File: src/rtl/pipe_hazard_unit.sv
// Pipeline hazard unit: load-use stall, branch/PC-write flush and operand forwarding select.
// Latency: controls are combinational (zero cycles); no backpressure, stall/flush are outputs only.
module pipe_hazard_unit #(
    parameter int CNT_W = 16
) (
    input  logic             clk,
    input  logic             reset,
    input  logic [3:0]       RA1D,
    input  logic [3:0]       RA2D,
    input  logic [3:0]       WA3D,
    input  logic             RegWriteM,
    input  logic             RegWriteW,
    input  logic             MemtoRegE,
    input  logic             BranchTakenE,
    input  logic             PCWrPendingF,
    input  logic             PCSrcW,
    input  logic             CntClr,
    output logic             StallF,
    output logic             StallD,
    output logic             FlushD,
    output logic             FlushE,
    output logic [1:0]       ForwardAE,
    output logic [1:0]       ForwardBE,
    output logic [CNT_W-1:0] StallCount,
    output logic [CNT_W-1:0] FlushCount
);

    localparam logic [CNT_W-1:0] CNT_ONE = {{(CNT_W-1){1'b0}}, 1'b1};

    logic [3:0] ra1_e;
    logic [3:0] ra2_e;
    logic [3:0] wa3_e;
    logic [3:0] wa3_m;
    logic [3:0] wa3_w;
    logic       ldr_stall;

    assign ldr_stall = MemtoRegE & ((RA1D == wa3_e) | (RA2D == wa3_e));

    assign StallF = ldr_stall | PCWrPendingF;
    assign StallD = ldr_stall;
    assign FlushD = PCWrPendingF | PCSrcW | BranchTakenE;
    assign FlushE = ldr_stall | BranchTakenE;

    // Memory-stage result is newer than Writeback, so its match wins.
    assign ForwardAE = (RegWriteM && (ra1_e == wa3_m)) ? 2'b10 :
                       (RegWriteW && (ra1_e == wa3_w)) ? 2'b01 : 2'b00;
    assign ForwardBE = (RegWriteM && (ra2_e == wa3_m)) ? 2'b10 :
                       (RegWriteW && (ra2_e == wa3_w)) ? 2'b01 : 2'b00;

    always_ff @(posedge clk) begin
        if (reset) begin
            ra1_e <= 4'd0;
            ra2_e <= 4'd0;
            wa3_e <= 4'd0;
            wa3_m <= 4'd0;
            wa3_w <= 4'd0;
        end else begin
            wa3_w <= wa3_m;
            wa3_m <= wa3_e;
            // A bubble carries register 0; its RegWrite is cleared upstream so it never matches usefully.
            if (FlushE) begin
                ra1_e <= 4'd0;
                ra2_e <= 4'd0;
                wa3_e <= 4'd0;
            end else begin
                ra1_e <= RA1D;
                ra2_e <= RA2D;
                wa3_e <= WA3D;
            end
        end
    end

    always_ff @(posedge clk) begin
        if (reset) begin
            StallCount <= '0;
            FlushCount <= '0;
        end else if (CntClr) begin
            StallCount <= '0;
            FlushCount <= '0;
        end else begin
            if (StallF && (StallCount != '1))
                StallCount <= StallCount + CNT_ONE;
            if (FlushE && (FlushCount != '1))
                FlushCount <= FlushCount + CNT_ONE;
        end
    end

endmodule
File: config.mk
export PLATFORM = sky130hd
export DESIGN_NAME = pipe_hazard_unit
export DESIGN_NICKNAME = d
export VERILOG_FILES = /design/src/rtl/pipe_hazard_unit.sv
export SDC_FILE = /design/constraint.sdc
export NUM_CORES = 1
export LEC_CHECK = 0
export CAP_MARGIN = 15
export CORE_MARGIN = 2
export CORE_UTILIZATION = 50
export DETAILED_ROUTE_END_ITERATION = 8
export PLACE_DENSITY = 0.81
export SLEW_MARGIN = 20
export SYNTH_ARGS = -nofsm -noshare
export SYNTH_HDL_FRONTEND = slang
export SYNTH_SLANG_ARGS = --single-unit
File: constraint.sdc
create_clock -name clk -period 3.7 [get_ports clk]
set_input_delay 0.74 -clock clk [delete_from_list [all_inputs] [get_ports clk]]
set_output_delay 0.74 -clock clk [all_outputs]
set_load 0.005 [all_outputs]
# Word level (Yosys, flattened, before mapping)
# Index checks and enable logic that the tools add are counted.
# op_classes
n_bitwise	6
n_eq_ne	8
reduce_logical	8
mux	4
add_sub_neg	2
# op_table
operator	n
$add A16 B1 Y16 const B	2
$ne A16 B16 Y1 const B	2
$eq A4 B4 Y1	6
$logic_and A1 B1 Y1	6
$or A1 B1 Y1	5
$mux W2	2
$reduce_or A2 Y1	2
$mux W1	2
$and A1 B1 Y1	1
# word_totals
out_inout_bits	40
in_bits	21
word_cells	35
register_bits	52

# Longest topological paths before layout
# logic_depth
word_depth	5
ltp_mapped	9
mapped_depth_nobuf	7

# Worst setup path before layout
# OpenSTA, ideal clock, no wires.
# synth_path
path_type	input port to output port
startpoint	input RA1D[2]
endpoint	output StallF
path_slack_ps	1227
stages	5
t_arrival_ps	1733
n_path_buf	1
path_cell_list	xor2_1 > nor4_2 > o21a_4 > buf_2 > or2_2
# synth_via
elab_chain_cells	4
# synth_lines
element	line	rtl
from (decl)	8	input logic [3:0] RA1D,
$eq A4 B4 Y1	37	assign ldr_stall = MemtoRegE & ((RA1D == wa3_e) | (RA2D == wa3_e));
$or A1 B1 Y1	37	
$and A1 B1 Y1	37	
named net StallD	19	output logic StallD,
$or A1 B1 Y1	39	assign StallF = ldr_stall | PCWrPendingF;
to (decl)	18	output logic StallF,
# The timed path passes the listed nets, and every way through them passes these cells.

# Final worst setup path
# layout_path
startpoint	input RA2D[0]
endpoint	output FlushE
# layout_via
elab_chain_cells	4
# layout_lines
element	line	rtl
from (decl)	9	input logic [3:0] RA2D,
$eq A4 B4 Y1	37	
$or A1 B1 Y1	37	
$and A1 B1 Y1	37	
$or A1 B1 Y1	42	assign FlushE = ldr_stall | BranchTakenE;
to (decl)	21	output logic FlushE,
# Every way passes these cells.

==> summary.txt <==
Layout
  – Syn-to-layout area delta: 30.45%
  – Nets: 346
  – Cell Count, Final, Fillers Out: 378
  – Share of cells above drive strength 1: 5.556%
  – # diodes: 0

Floorplan
  – Die height: 73.75 microns
  – Die Wd: roughly 74 microns
  – Core area: 4692 sq um
  – Core Rows: 25
  – # IOs: 61
  – Die area: between 5000 and 6000 sq um
  – Starting Density: 51.84%

Setup path
  – Reg2reg end: StallCount[5]$_SDFFE_PP0P_
  – Worst stage delay on the critical path: 0.49 ns
  – R2R Path Start: wa3_e[2]$_SDFF_PP0_
  – Crit path capture type: output port
  – Critical path required time: 2.96 ns
  – Crit path arrival time: 2.59 ns
  – Reg2reg path depth: 7
  – Cell Chain, Critical Path: clkdlybuf4s50_1 > xor2_1 > nor4_4 > o21a_4 > or2_2 > clkdlybuf4s50_1
  – R2r setup slk: 1.54 ns
  – Most used cell, CP: clkdlybuf4s50_1
  – Worst Setup Start Kind: input port
  – Crit Path Max Fanout: 4
  – Critical path class: in2out
  – Crit path buffers/inverters: 2
  – CP delay by family, top: buffers and inverters
  – Critical path's slowest cell: clkdlybuf4s50_1
  – WP depth: 6

Clock network
  – Clock Sinks: 52
  – CTS Buffer Depth: 2
  – Cts bufs inserted: 5
  – CTS resizes: 0
  – CTS root buffer: clkbuf_8
  – H-tree levels: 2
  – CTS tree: done
  – Clk_lat worst skew: ~0.3 ns
  – Post-CTS Hold Buffers: 0
  – Post-CTS Setup Bufs: 0
  – CTS clock-pin slew for the worst setup and hold paths: 0.09 ns

Drt
  – Residual DRC: 0
  – Wire length per cell: 13.93 microns
  – Routed Antenna Nets: 0
  – Vias/cell: ~5.6
  – Iteration-0 DRC Markers: 76
  – Via count: around 2,100
  – WL final: 5267 microns
  – DR pass1 iterations: 4

Synth
  – Main synth FF type: dfxtp_1
  – Top cells by count, synth: 52 x dfxtp_1, 31 x xor2_1, 27 x nor2_1
  – Ys Warns: 0
  – Most frequent cell after synthesis: dfxtp_1
  – Synth area leaders: dfxtp_1 43%, xor2_1 11%, nor2_1 4.2%, o211ai_1 3.4%, and2_1 3.3%
  – Yosys top cell area share: 42.80%
  – Post-Synthesis Cells: 265
  – Ys async rst share: 0%
  – Netlist cell types: 38
  – Number of synthesized flops with an enable pin: 0
  – Synth Cell Area: 2432 sq um
  – Synth Register Bits: 52
  – Register area share after synthesis: 42.80%
  – Synthesized area per cell: ~9.2 sq um
  – Cell taking the most area after synthesis: dfxtp_1
  – Syn_nets: 288

Run status
  – Status: completed

Placed design
  – Placed Cells: 370
  – DP HPWL: 3941 microns
  – Gpl congestion: 0.8313
  – Port bufs: 60

Power
  – Pwr Density: 339.9 nW/um^2
  – Worst-case vdd ir drop: 0.0002259 V
  – Leak: 1.182 nW

STA
  – Min Tclk post-route: 3.327 ns
  – Fmax: between 300 and 400 MHz
  – Final setup fails: 0
  – Slew HR: around 52%
  – Final hold violation count: 0
  – Crit share post-route: between 80% and 90%
  – RSZ-0062 raised after global routing: false
  – Worst slew pin tran: between 0.7 and 0.8 ns
  – Max Slew Vio Count: 0
  – Worst Clk Skew: 0.008233 ns
  – Setup_tns: 0 ns

GRT
  – Vias in the first global route: 1,889
  – Gr ovfl total: 0
  – Met2 GRT Util: 33.63%
  – Largest net degree at the start of global routing: 30
  – Routing usage on met1: between 20% and 30%
  – Antenna violations before repair: 0
  – Grt met3 use: ~2.9%
  – First-pass GRT wire length: 8514 microns
  – Total Routing Usage GR: 20.14%
  – Busiest grt layer: met2

Hold path
  – Worst Min Path Start: StallCount[15]$_SDFFE_PP0P_
  – Hold Crit Depth: 2
  – Hold Path Class: reg2reg
  – WHS Endpoint: StallCount[15]$_SDFFE_PP0P_

Flow run
  – Max-cap violations: 0
-- per-stage QoR --
step / hold WS (ns) / cell area (sq um) / setup slack (ns) / total power [mW] / utilization (%)
6_report: 0.5102 / 3173 / 0.3727 / 1.079 / 67.63
5_1_grt: 0.5303 / 3173 / 0.2672 / 1.115 / 67.63
3_5_place_dp: 0.5034 / 3062 / 0.3758 / 0.7029 / 65.25
3_3_place_gp: 0.4915 / 3062 / 0.4068 / 0.7011 / 65.25
4_1_cts: 0.5168 / 3173 / 0.3711 / 1.089 / 67.63
2_1_floorplan: 0.4794 / 2432 / 1.227 / 0.6494 / -
-- area by class of cell --
class | count | area [sq um]
Clock buffer | 6 | 72.57
Clock inverter | 2 | 38.79
Fill cell | 384 | 1519
Inverter | 3 | 11.26
Multi-Input combinational cell | 199 | 1326
Sequential cell | 52 | 1041
Tap cell | 54 | 67.56
Timing Repair Buffer | 62 | 615.6
-- worst max-delay path by stage --
stage | start | endpoint | slack [ns]
2_1_floorplan | RA1D[2] | StallF | 1.23
3_3_place_gp | RA2D[1] | FlushE | 0.41
3_5_place_dp | RA2D[0] | FlushE | 0.38
4_1_cts | RA2D[1] | FlushE | 0.37
5_1_grt | RA1D[2] | FlushE | 0.27
6_report | RA2D[0] | FlushE | 0.37
-- tightest hold or removal path: stages, from the launching register on --
cell and delay, ns:
dfxtp_1 0.34, o21ai_0 0.07, a21oi_1 0.06
-- power by group --
group / switching (mW) / total (mW) / internal (mW)
combinational: 0.0507 / 0.110 / 0.0596
clock: 0.185 / 0.389 / 0.204
sequential: 0.00994 / 0.579 / 0.569
-- registers in the layout, summed over array words and instances (netlist names) --
register / count
FlushCount: 16
StallCount: 16
ra1_e: 4
ra2_e: 4
wa3_e: 4
wa3_m: 4
wa3_w: 4
-- routing by layer --
layer | share of wire, % | wire (microns)
met3 | 4.4 | 231
met5 | 0 | 0
met2 | 50 | 2608
met1 | 44 | 2293
met4 | 2.5 | 133
-- cells by family (layout without fill, tap and decap cells) --
family | Yosys count | after routing | share of synthesized area, %
adder cells (fa/ha/maj) | 2 | 2 | 1.029
AND/OR/NAND/NOR | 118 | 118 | 26.65
buffers and inverters | 14 | 73 | 2.674
flip-flops | 52 | 52 | 42.80
XOR/XNOR | 40 | 40 | 14.40
AO/OA/AOI/OAI | 36 | 36 | 11.21
multiplexers | 3 | 3 | 1.235
-- cells in the final DEF (no fill, tap or decap), types with 2 or more instances in the layout --
master	count
clkdlybuf4s50_1	60
dfxtp_1	52
mux2i_1	3
o21ai_0	4
clkbuf_8	5
or3_1	7
and2_1	13
nor2_1	27
nand2_1	14
ha_1	2
and3_1	3
or4_1	7
and4_1	2
o211ai_1	11
nor4_1	5
nand3_1	11
o2111ai_1	5
buf_4	2
nand4_1	7
xor2_1	31
nor2b_1	8
o21ai_2	2
a21oi_1	5
or2_2	4
nor3_1	7
xnor2_1	9
inv_1	3
o31ai_1	2
o21a_1	2
No activity file was read; power rests on OpenSTA's default activity.
